## src/rtl/knn_topk_vote.sv

```systemverilog
// Top-K nearest-neighbour list with sequential majority vote for the KNN distance core.
// Optional macro KNN_WEIGHTED_VOTE_EN: slot j votes with weight NBR_KNN-j instead of 1.
module knn_topk_vote #(
    parameter int DATA_W     = 32,
    parameter int LABEL_BITS = 8,
    parameter int NBR_KNN    = 4,
    parameter int NBR_LABELS = 4
) (
    input  logic                  clk,
    input  logic                  rst,
    input  logic                  start,
    input  logic                  dist_valid,
    input  logic [DATA_W-1:0]     dist_in,
    input  logic [LABEL_BITS-1:0] label_in,
    input  logic                  last,
    output logic                  busy,
    output logic                  class_valid,
    input  logic                  class_ready,
    output logic [LABEL_BITS-1:0] class_label,
    output logic [DATA_W-1:0]     nn_dist
);

    localparam int IDX_MAX = (NBR_KNN > NBR_LABELS) ? NBR_KNN : NBR_LABELS;
    localparam int IDX_W   = (IDX_MAX > 1) ? $clog2(IDX_MAX) : 1;
`ifdef KNN_WEIGHTED_VOTE_EN
    localparam int CNT_W = $clog2(NBR_KNN * (NBR_KNN + 1) / 2 + 1);
`else
    localparam int CNT_W = $clog2(NBR_KNN + 1);
`endif
    localparam logic [IDX_W-1:0] VOTE_END = IDX_W'(NBR_KNN - 1);
    localparam logic [IDX_W-1:0] DEC_END  = IDX_W'(NBR_LABELS - 1);

    typedef enum logic [2:0] {IDLE, COLLECT, VOTE, DECIDE, DONE} state_t;
    state_t state_reg, state_next;

    logic [DATA_W-1:0]     slot_dist  [NBR_KNN];
    logic [LABEL_BITS-1:0] slot_label [NBR_KNN];
    logic [NBR_KNN-1:0]    slot_occ;
    logic [CNT_W-1:0]      count_reg  [NBR_LABELS];
    logic [IDX_W-1:0]      idx_reg;
    logic [LABEL_BITS-1:0] best_label_reg;
    logic [CNT_W-1:0]      best_count_reg;
    logic [LABEL_BITS-1:0] class_label_reg;

    logic accepting, clear, insert, enter_vote;
    assign accepting  = (state_reg == IDLE) || (state_reg == COLLECT);
    assign clear      = accepting && start;
    assign insert     = accepting && dist_valid;
    assign enter_vote = accepting && (state_next == VOTE);

    // Insertion network: the list is sorted with occupied slots first, so qual is
    // monotonic and the first qualifying slot takes the new entry.
    logic [DATA_W-1:0]     base_dist   [NBR_KNN];
    logic [LABEL_BITS-1:0] base_label  [NBR_KNN];
    logic [NBR_KNN-1:0]    base_occ;
    logic [DATA_W-1:0]     shift_dist  [NBR_KNN];
    logic [LABEL_BITS-1:0] shift_label [NBR_KNN];
    logic [NBR_KNN-1:0]    shift_occ;
    logic [NBR_KNN-1:0]    qual, take_new, take_prev;

    genvar gi;
    generate
        for (gi = 0; gi < NBR_KNN; gi++) begin : g_slot
            assign base_occ[gi]   = clear ? 1'b0 : slot_occ[gi];
            assign base_dist[gi]  = clear ? '1 : slot_dist[gi];
            assign base_label[gi] = clear ? '0 : slot_label[gi];
            assign qual[gi]       = !base_occ[gi] || (dist_in < base_dist[gi]);
            if (gi == 0) begin : g_head
                assign take_new[gi]    = qual[gi];
                assign take_prev[gi]   = 1'b0;
                assign shift_dist[gi]  = base_dist[gi];
                assign shift_label[gi] = base_label[gi];
                assign shift_occ[gi]   = base_occ[gi];
            end else begin : g_tail
                assign take_new[gi]    = qual[gi] && !qual[gi-1];
                assign take_prev[gi]   = qual[gi-1];
                assign shift_dist[gi]  = base_dist[gi-1];
                assign shift_label[gi] = base_label[gi-1];
                assign shift_occ[gi]   = base_occ[gi-1];
            end
        end
    endgenerate

    always_ff @(posedge clk or posedge rst) begin
        if (rst) begin
            for (int i = 0; i < NBR_KNN; i++) begin
                slot_dist[i]  <= '1;
                slot_label[i] <= '0;
                slot_occ[i]   <= 1'b0;
            end
        end else if (accepting) begin
            for (int i = 0; i < NBR_KNN; i++) begin
                if (insert && take_new[i]) begin
                    slot_dist[i]  <= dist_in;
                    slot_label[i] <= label_in;
                    slot_occ[i]   <= 1'b1;
                end else if (insert && take_prev[i]) begin
                    slot_dist[i]  <= shift_dist[i];
                    slot_label[i] <= shift_label[i];
                    slot_occ[i]   <= shift_occ[i];
                end else begin
                    slot_dist[i]  <= base_dist[i];
                    slot_label[i] <= base_label[i];
                    slot_occ[i]   <= base_occ[i];
                end
            end
        end
    end

    // One shared index walks the slots during VOTE and the counters during DECIDE.
    logic                  cur_occ;
    logic [LABEL_BITS-1:0] cur_label;
    logic [CNT_W-1:0]      cur_weight;
    logic [CNT_W-1:0]      cur_count;
    logic                  cur_better;

    always_comb begin
        cur_occ    = 1'b0;
        cur_label  = '0;
        cur_weight = '0;
        cur_count  = '0;
        for (int j = 0; j < NBR_KNN; j++) begin
            if (idx_reg == IDX_W'(j)) begin
                cur_occ   = slot_occ[j];
                cur_label = slot_label[j];
`ifdef KNN_WEIGHTED_VOTE_EN
                cur_weight = CNT_W'(NBR_KNN - j);
`else
                cur_weight = CNT_W'(1);
`endif
            end
        end
        for (int c = 0; c < NBR_LABELS; c++) begin
            if (idx_reg == IDX_W'(c)) begin
                cur_count = count_reg[c];
            end
        end
        cur_better = cur_count > best_count_reg;
    end

    always_ff @(posedge clk or posedge rst) begin
        if (rst) begin
            for (int c = 0; c < NBR_LABELS; c++) begin
                count_reg[c] <= '0;
            end
        end else if (enter_vote) begin
            for (int c = 0; c < NBR_LABELS; c++) begin
                count_reg[c] <= '0;
            end
        end else if (state_reg == VOTE && cur_occ) begin
            for (int c = 0; c < NBR_LABELS; c++) begin
                if (cur_label == LABEL_BITS'(c)) begin
                    count_reg[c] <= count_reg[c] + cur_weight;
                end
            end
        end
    end

    always_ff @(posedge clk or posedge rst) begin
        if (rst) begin
            idx_reg         <= '0;
            best_label_reg  <= '0;
            best_count_reg  <= '0;
            class_label_reg <= '0;
        end else begin
            case (state_reg)
                VOTE: begin
                    if (idx_reg == VOTE_END) begin
                        idx_reg        <= '0;
                        best_label_reg <= '0;
                        best_count_reg <= '0;
                    end else begin
                        idx_reg <= idx_reg + 1'b1;
                    end
                end
                DECIDE: begin
                    if (cur_better) begin
                        best_label_reg <= LABEL_BITS'(idx_reg);
                        best_count_reg <= cur_count;
                    end
                    if (idx_reg == DEC_END) begin
                        idx_reg         <= '0;
                        class_label_reg <= cur_better ? LABEL_BITS'(idx_reg) : best_label_reg;
                    end else begin
                        idx_reg <= idx_reg + 1'b1;
                    end
                end
                default: idx_reg <= '0;
            endcase
        end
    end

    always_ff @(posedge clk or posedge rst) begin
        if (rst) begin
            state_reg <= IDLE;
        end else begin
            state_reg <= state_next;
        end
    end

    always_comb begin
        state_next = state_reg;
        case (state_reg)
            IDLE: begin
                if (dist_valid && last) begin
                    state_next = VOTE;
                end else if (start || dist_valid) begin
                    state_next = COLLECT;
                end
            end
            COLLECT: if (dist_valid && last) state_next = VOTE;
            VOTE:    if (idx_reg == VOTE_END) state_next = DECIDE;
            DECIDE:  if (idx_reg == DEC_END) state_next = DONE;
            DONE:    if (class_ready) state_next = IDLE;
            default: state_next = IDLE;
        endcase
    end

    assign busy        = (state_reg == VOTE) || (state_reg == DECIDE) || (state_reg == DONE);
    assign class_valid = (state_reg == DONE);
    assign class_label = class_label_reg;
    assign nn_dist     = slot_dist[0];

endmodule

```

## config.mk

```make
export PLATFORM = sky130hd
export DESIGN_NAME = knn_topk_vote
export DESIGN_NICKNAME = d
export VERILOG_FILES = /design/src/rtl/knn_topk_vote.sv
export SDC_FILE = /design/constraint.sdc
export NUM_CORES = 1
export LEC_CHECK = 0
export CORE_MARGIN = 5
export CORE_UTILIZATION = 30
export DETAILED_ROUTE_END_ITERATION = 8
export GPL_TIMING_DRIVEN = 0
export RECOVER_POWER = 50
export SLEW_MARGIN = 10
export SYNTH_ARGS = -nofsm -noshare
export SYNTH_HDL_FRONTEND = slang
export SYNTH_SLANG_ARGS = --single-unit
```

## constraint.sdc

```tcl
create_clock -name clk -period 7.75 [get_ports clk]
set_input_delay 1.9375 -clock clk [delete_from_list [all_inputs] [get_ports clk]]
set_output_delay 1.9375 -clock clk [all_outputs]
set_load 0.01 [all_outputs]
```

==> summary.md <==
| Metric | Value |
|---|---|
| Worst R2R Path Depth | 17 |
| Die Y | 217 um |
| Worst-Skew Late Latency | 0.47 ns |
| Routed vias | 11700 |
| Rel. slew slack | -1.67 |
| Max clock buf depth | 2 |
| Full die area | 47100 um^2 |
| GR Util met1 | 0.250 |
| Nature of the critical path startpoint | input port |
| Final Max Tran Viols | 205 |
| Reg2Reg Setup Slack | 1.75 ns |
| CP Cell Sequence | clkdlybuf4s50_1 -> nor3b_4 -> clkbuf_1 -> clkbuf_1 -> clkbuf_1 -> nor2_1 -> ha_1 -> a2111oi_0 -> o21ai_1 -> a211oi_1 -> o21ai_1 -> a31oi_1 -> or3b_1 -> buf_2 -> buf_2 -> o22ai_1 -> a21oi_1 |
| Most numerous cell in the Yosys netlist | nor2_1 |
| Synthesis-to-layout area growth | 16.8% |
| Top_reg_cell synth | dfstp_2 |
| Pwr Density | 346 nW/um^2 |
| DP Wirelength | 32.8 mm |
| Largest net degree at the start of global routing | 73 |
| FF-to-FF Start | state_reg[2] |
| Vias per cell | 5.57 |
| Fmax | 0.132 GHz |
| Initial core utilization | 0.305 |
| Busiest metal layer after global routing | met2 |
| P_leak | 6.64 nW |
| Fin Setup TNS | 0 ns |
| Top cells by count, synth | 247 x nor2_1, 147 x a21oi_1, 139 x ha_1 |
| Core Rows | 75 |
| Routability cong. | 0.920 |
| N_diodes | 0 |
| Hold WC Path Type | reg -> reg |
| Hold_buf cts | 0 |
| Antenna violations before repair | 0 |
| WHS Endpoint | slot_dist[19] |
| Hold WS | 0.462 ns |
| Met3 GRT Util | 0.0402 |
| Post-placement cell area | 14500 um^2 |
| Synthesized instance count | 1445 |
| Max reg flops | 96 |
| Reg with most FFs | slot_dist |
| Synth warnings | 0 |
| CTS buffer count | 17 |
| Setup CP Type | in -> reg |
| CTS tree | yes |
| Synth unique cells | 66 |
| Max IR drop VDD | 0.000184 V |
| CP Capture Type | register |
| Core Util, Final | 0.356 |
| Crit path DAT | 7.92 ns |
| Fin crit period | 7.55 ns |
| Congestion Overflow GR | 0 |
| Fin nets | 1741 |
| Die width | 217 um |
| H-Tree Depth | 4 |
| Worst hold start | slot_dist[19] |
| Post-synth EDFFs | 0 |
| Met2 Resource Use GR | 0.295 |
| Outcome | finished with violations |
| Vias in the first global route | 11500 |
| All-Layer GR Usage | 0.186 |
| Initial DRC count | 1054 |
| WL final | 44.4 mm |
| CP max stage delay | 0.63 ns |
| Core area | 42100 um^2 |
| RSZ-0062 raised after global routing | false |
| Yosys reg bits | 200 |
| Worst hold path stage count | 2 |
| Largest area contributor in the netlist | dfstp_2 |
| Final ANT Viol Nets | 0 |
| DRC violations left | 0 |
| Worst-Margin Slew | 4.01 ns |
| DRT Pass-1 Iters | 5 |
| WL/cell | 21.1 um |
| Crit Path Max Fanout | 10 |
| Worst EP required | 8.12 ns |
| Post-synth ARST share | 1.00 |
| Violated checks | capacitance limit, slew limit |
| Reg2reg end | slot_dist[23] |
| Total of max-cap violations | 3 |
| Global-route wire length before repair | 68.3 mm |
| Clock sink count | 200 |
| Period utilisation layout | 0.975 |
| # setup viols final | 0 |
| Area share of the largest cell type after synthesis | 0.262 |
| Sequential fraction of the synthesis area | 0.402 |
| Finished Cell Area | 15000 um^2 |
| Final hold violation count | 0 |
| Worst clock skew | 0.0197 ns |
| Avg Inst Size Synth | 8.90 um^2 |
| PortBufs | 87 |
| Area contributors post-synth | dfstp_2 26%, dfrtp_1 14%, ha_1 14% |
| Reg clk slew, reported paths | 0.07 ns |
| Number of top-level pins | 88 |
| CTS root buf | clkbuf_16 |
| Slowest CP cell | clkbuf_1 |
| Mapped cell area | 12900 um^2 |
| Share of layout cells above drive strength 1 | 0.161 |
| Setup Buffers After CTS | 0 |
| Crit path top cell by count | clkbuf_1 |
## worst max path at each step
stage                     startpoint  slack, ns                end  cells after the start
after floorplan                  rst       0.57  best_count_reg[0]                      1
final                          start       0.20      slot_dist[23]                     17
after CTS                      start       0.02       slot_dist[9]                     16
after detailed placement       start      -0.59       slot_dist[9]                     16
after global placement           rst      -2.51        slot_occ[0]                      2
after global routing             rst       0.07     slot_label[12]                      3
## repair_timing
item,in CTS,in global routing
gates cloned,0,0
gates resized for setup,4,8
pin swaps,0,0
endpoints found under the setup margin,26,60
## cells by family after synthesis
family | count (synthesis) | share of synthesized area
xor gates and xnor gates | 5 | 0.00341
adders and majority gates | 139 | 0.135
and+or+nand+nor | 494 | 0.171
muxes | 18 | 0.0150
AOI/OAI and AO/OA | 422 | 0.213
buffers and inverters | 166 | 0.0604
DFF | 200 | 0.402
other | 1 | 0.000292
## power by group
group	switching [mW]	internal [mW]	total, mW
clock network	0.452	0.455	0.907
registers	0.296	1.59	1.88
logic	1.45	0.954	2.40
## layout make-up
type                    count  area [um^2]
flip-flops and latches    200         5160
well taps                 539          674
inverters                  56          211
multi-input cells        1082         6940
fillers                  4272        27100
clock inverters            11         82.6
repair buffers             89          887
clock buffers              21          483
plain buffers             110          576
## per-layer routing
layer / routed length, um / vias up
met5: 0 / -
met4: 1430 / 0
met3: 3670 / 77
met2: 20400 / 489
met1: 18900 / 5731
li1: - / 5448
## worst max-delay path, delay by kind of cell
family / cells / cell delay, ns
buf+inv: 6 / 2.75
fa+ha+maj: 1 / 0.31
compound gates: 7 / 1.92
simple gates: 3 / 0.97
## layout by cell type, fill, tap and decap left out, drive strengths merged, types with 36 or more instances in the layout
master,n
a21oi,148
buf,61
clkbuf,71
clkdlybuf4s50,76
dfrtp,72
dfstp,128
ha,139
inv,61
nand2,113
nand3,36
nor2,248
o21ai,66
o22ai,43
## stage by stage
step | total power, mW | worst slack [ns] | cells
global route | 5.54 | 0.0701 | 2108
detailed placement | 4.27 | -0.589 | 2076
finish | 5.19 | 0.197 | 2108
floorplan | 3.37 | 0.570 | 1448
CTS | 5.19 | 0.0247 | 2108
global placement | 4.20 | -2.51 | 2074
No activity file was read; power rests on OpenSTA's default activity.
